[config.mk]
export PLATFORM = sky130hd
export DESIGN_NAME = motor_step_gen
export DESIGN_NICKNAME = d
export VERILOG_FILES = /design/src/rtl/motor_step_gen.sv
export SDC_FILE = /design/constraint.sdc
export NUM_CORES = 1
export LEC_CHECK = 0
export BUFFER_PORTS_ARGS = -buffer_cell sky130_fd_sc_hd__buf_2
export CORE_ASPECT_RATIO = 0.5
export CORE_MARGIN = 1
export CORE_UTILIZATION = 30
export CTS_CLUSTER_DIAMETER = 80
export DETAILED_ROUTE_END_ITERATION = 6
export PLACE_DENSITY_LB_ADDON = 0.08
export SLEW_MARGIN = 20
export SYNTH_ARGS = -nofsm -noshare
export SYNTH_HDL_FRONTEND = slang
export SYNTH_SLANG_ARGS = --single-unit
[constraint.sdc]
create_clock -name sys_clk -period 5.1 [get_ports sys_clk]
set_input_delay 1.02 -clock sys_clk [delete_from_list [all_inputs] [get_ports sys_clk]]
set_output_delay 1.02 -clock sys_clk [all_outputs]
set_load 0.03 [all_outputs]
[src/rtl/motor_step_gen.sv]
// Step/direction pulse generator with a linear speed ramp and a direction-setup hold.
// Optional signed step-position counter is compiled in with `define STEP_POS_EN.
module motor_step_gen #(
    parameter int unsigned HALF_START = 2500,
    parameter int unsigned HALF_MIN   = 250,
    parameter int unsigned RAMP_STEP  = 10,
    parameter int unsigned DIR_SETUP  = 50,
    parameter int unsigned CNT_W      = 16
) (
    input  logic             sys_clk,
    input  logic             sys_rst,
    input  logic [1:0]       motor_flag,
`ifdef STEP_POS_EN
    input  logic             pos_clr,
    output logic [CNT_W-1:0] step_pos,
`endif
    output logic             motor_step,
    output logic             motor_dir,
    output logic             motor_en,
    output logic             busy
);

    if (HALF_MIN < 1 || HALF_START < HALF_MIN || HALF_START > 65535 || DIR_SETUP < 1 ||
        DIR_SETUP > 65535 || CNT_W < 1) begin : g_param_check
        $error("motor_step_gen: illegal parameter combination");
    end

    typedef enum logic [1:0] {StIdle, StSetup, StHigh, StLow} state_e;

    state_e      state_q, state_d;
    logic [15:0] cnt_q, cnt_d;
    logic [15:0] half_q, half_d;
    logic [15:0] half_ramp;
    logic        dir_q, dir_d;
    logic        step_q, en_q;
    logic        run_req, flag_dir, cnt_last;

    // Clamp against HALF_MIN before subtracting so the half-period never underflows.
    assign half_ramp = (32'(half_q) >= HALF_MIN + RAMP_STEP) ? half_q - 16'(RAMP_STEP)
                                                             : 16'(HALF_MIN);
    assign run_req   = (motor_flag == 2'd1) || (motor_flag == 2'd2);
    assign flag_dir  = (motor_flag == 2'd2);
    assign cnt_last  = (cnt_q <= 16'd1);

    always_comb begin
        state_d = state_q;
        cnt_d   = cnt_q;
        half_d  = half_q;
        dir_d   = dir_q;
        case (state_q)
            StIdle: begin
                if (run_req) begin
                    dir_d   = flag_dir;
                    half_d  = 16'(HALF_START);
                    cnt_d   = 16'(DIR_SETUP);
                    state_d = StSetup;
                end
            end
            StSetup: begin
                if (!run_req) begin
                    state_d = StIdle;
                end else if (cnt_last) begin
                    cnt_d   = half_q;
                    state_d = StHigh;
                end else begin
                    cnt_d = cnt_q - 16'd1;
                end
            end
            StHigh: begin
                if (cnt_last) begin
                    cnt_d   = half_q;
                    state_d = StLow;
                end else begin
                    cnt_d = cnt_q - 16'd1;
                end
            end
            StLow: begin
                // Stop and reversal are only honoured here so a pulse is never cut short.
                if (cnt_last) begin
                    if (!run_req || (flag_dir != dir_q)) begin
                        state_d = StIdle;
                    end else begin
                        half_d  = half_ramp;
                        cnt_d   = half_ramp;
                        state_d = StHigh;
                    end
                end else begin
                    cnt_d = cnt_q - 16'd1;
                end
            end
            default: state_d = StIdle;
        endcase
    end

    always_ff @(posedge sys_clk) begin
        if (sys_rst) begin
            state_q <= StIdle;
            cnt_q   <= 16'd0;
            half_q  <= 16'(HALF_START);
            dir_q   <= 1'b0;
            step_q  <= 1'b0;
            en_q    <= 1'b0;
        end else begin
            state_q <= state_d;
            cnt_q   <= cnt_d;
            half_q  <= half_d;
            dir_q   <= dir_d;
            step_q  <= (state_d == StHigh);
            en_q    <= (state_d != StIdle);
        end
    end

    assign motor_step = step_q;
    assign motor_dir  = dir_q;
    assign motor_en   = en_q;
    assign busy       = (state_q != StIdle);

`ifdef STEP_POS_EN
    logic [CNT_W-1:0] pos_q;

    always_ff @(posedge sys_clk) begin
        if (sys_rst || pos_clr) begin
            pos_q <= '0;
        end else if ((state_d == StHigh) && (state_q != StHigh)) begin
            pos_q <= dir_q ? pos_q + CNT_W'(1) : pos_q - CNT_W'(1);
        end
    end

    assign step_pos = pos_q;
`endif

endmodule

==> flow_metrics.tcl <==
set metrics [dict create \
    cp_slowest_cell "or4_1" \
    core_area_mm2 0.008346 \
    rsz0062_at_grt "false" \
    synth-edff-count 0 \
    synth.cell_area_mm2 0.002690 \
    cellPowerDensity_mw_per_mm2 383.4 \
    yosysWarnings 0 \
    hpwl_um 6696 \
    final-seq-area_um2 740.7 \
    worst-r2r-setup-slack_ps 1950 \
    synth_area_leaders "dfxtp_1, a21oi_1, nor2_1, o21ai_0, nand2_1" \
    cts_tree "built" \
    synth-main-ff-cell "dfxtp_1" \
    multi_input_area_mm2 0.001793 \
    max_stage_delay_ps 620 \
    status "completed" \
    wl_um 9291 \
    io_buffers 7 \
    crit_type "flop to flop" \
    final_cell_mix "nor2_1, dfxtp_1, a21oi_1, nand2_1, o21ai_0" \
    syn_inst 367 \
    cp_num_buf_inv 0 \
    cts_setup_buffers 0 \
    crit_family "compound AO/OA/AOI/OAI gates" \
    cts_sinks 37 \
    drt_first_pass_iters 5 \
    holdBufCountCts 0 \
    initial_core_util_pct 32.23 \
    fin_setup_tns_ps 0 \
    slew_headroom_pct 30.83 \
    async_flop_share_pct 0 \
    hold_violations 0 \
    crit_arrival_ps 3300 \
    path_clk_slew_ps 60 \
    cts_max_path_buffers 2 \
    clock_latency_ps 300 \
    grt_use_total_pct 21.43 \
    cp-start-kind "flop" \
    drcViolationCount 0 \
    layout_min_cycle_time_ps 3147 \
    hold_depth 2 \
    final_nets 377 \
    antenna_left 0 \
    yosysTopAreaCellShare_pct 27.53 \
    crit_path_max_fanout 8 \
    grt_first_pass_wirelength_um 14670 \
    synth_nets 380 \
    endpoint_kind "flop" \
    critPathRequiredTime_ps 5250 \
    first_global_vias 2489 \
    clock.fmax_mhz 317.8 \
    max_cap_viol_count 0 \
    synth_seq_cells 37 \
    dpl_cell_area_mm2 0.002803 \
    min_path_type "flop to flop" \
    synth.distinct_cells 58 \
    min_from "half_q[0]" \
    finalSetupViolCount 0 \
    antenna_found_initial 0 \
    r2r_start "half_q[11]" \
    drt-vias-per-instance 6.071 \
    die_w_um 135.9 \
    ctsResizeCount 0 \
    grt-ovfl-total 0 \
    ctsHtreeMaxLevel 2 \
    min_to "half_q[0]" \
    final.period_utilization_pct 61.71 \
    final_cell_area_mm2 0.002942 \
    crit_chain "or4_1 > or4_1 > o21ai_1 > o21ai_0 > a211oi_1 > o31ai_1" \
    fill_cells 903 \
    diodes 0 \
    drive_gt1_share_pct 7.671 \
    crit_top_cell "or4_1" \
    worst_pin_slew_ps 1028 \
    instances_no_fill 477 \
    vias 2896 \
    dp_cells 469 \
    ir_worst_vdd_mv 0.1296 \
    r2r-end "cnt_q[13]" \
    yosysTopAreaCell "dfxtp_1" \
    grt_max_degree 43 \
    ios 8 \
    place_congestion 0.8903 \
    num_rows 23 \
    fin_skew_ps 6.065 \
    root_buffer "clkbuf_16" \
    ff2ff_path_depth 6 \
    avgSynthCellArea_um2 7.330 \
    slew_viol_final 0 \
    area_growth_pct 9.349 \
    first_iter_violations 309 \
    fp.dieArea_mm2 0.009373 \
    fp.dieH_um 68.96 \
    ys_seq_area_share_pct 27.53 \
    routedWlPerCell_um 19.48 \
    power.leakage_nw 1.040 \
    cts-buffers-inserted 5 \
]
[area by class of cell]
type | count | area share [%]
clock inverters | 2 | 0.3403
repair buffers | 11 | 2.212
flip-flops and latches | 37 | 25.18
well taps | 112 | 4.764
multi-input cells | 292 | 60.95
inverters | 17 | 2.169
clock buffers | 6 | 4.381
[tightest hold or removal path, delay by kind of cell (launching register included)]
| kind | cells | cell delay [ps] |
|---|---|---|
| compound gates | 1 | 40 |
| flops | 1 | 330 |
| simple gates | 1 | 70 |
[how the worst max path moves through the flow]
| stage | end | slack (ps) | startpoint | cells past startpoint |
|---|---|---|---|---|
| 6_report | cnt_q[13] | 1950 | half_q[11] | 6 |
| 5_1_grt | cnt_q[15] | 1860 | cnt_q[0] | 8 |
| 4_1_cts | cnt_q[11] | 2020 | half_q[11] | 6 |
| 3_5_place_dp | cnt_q[11] | 2030 | half_q[11] | 6 |
| 3_3_place_gp | cnt_q[11] | 2060 | half_q[11] | 6 |
| 2_1_floorplan | half_q[7] | 2490 | motor_flag[0] | 8 |
[sequential cells by signal (all words and copies together), names as in the netlist]
register	count
cnt_q	16
half_q	16
state_q	2
motor_dir	1
motor_en	1
motor_step	1
[metal layers]
metal,vias to the layer above,GRT usage (%),share of wire (%)
li1,1370,-,-
met3,12,6.433,7.6
met2,119,28.89,38
met5,-,0,0
met4,0,5.833,1.3
met1,1395,31.83,53
[report_power, final]
group          internal, mW  switching (mW)  leakage [nW]
clock network         0.180           0.129        0.0706
logic                 0.160           0.324         0.669
registers             0.309          0.0264         0.300
[Yosys cell counts, types with 5 or more instances]
cell type and number:
o21ai_0 26, nor4_1 8, o31ai_1 6, inv_1 17, xnor2_1 7, or4_1 7
a31oi_1 5, ha_1 9, dfxtp_1 37, nand4_1 6, a221o_1 5, nand3_1 9
nand2b_1 6, clkbuf_1 12, buf_2 6, nor2_1 37, nand2_1 33, nor3_1 16
o22ai_1 5, a21oi_1 33
[logic make-up after synthesis]
family	share of synthesized area, %
and+or+nand+nor	28.05
AOI/OAI and AO/OA	30.28
buffers and inverters	6.000
DFF	27.53
xor gates and xnor gates	3.581
adders and majority gates	4.186
muxes	0.3721
[metrics by stage]
step | hold slack [ps] | util (%) | setup slack, ps | power [mW]
final | 479.6 | 35.25 | 1953 | 1.128
after global routing | 490.0 | 35.25 | 1856 | 1.192
after CTS | 479.0 | 35.25 | 2021 | 1.123
after detailed placement | 466.7 | 33.58 | 2031 | 0.8105
after global placement | 473.2 | 33.58 | 2055 | 0.8197
after floorplan | 427.4 | - | 2493 | 0.6788
(Power assumes the default switching activity.)
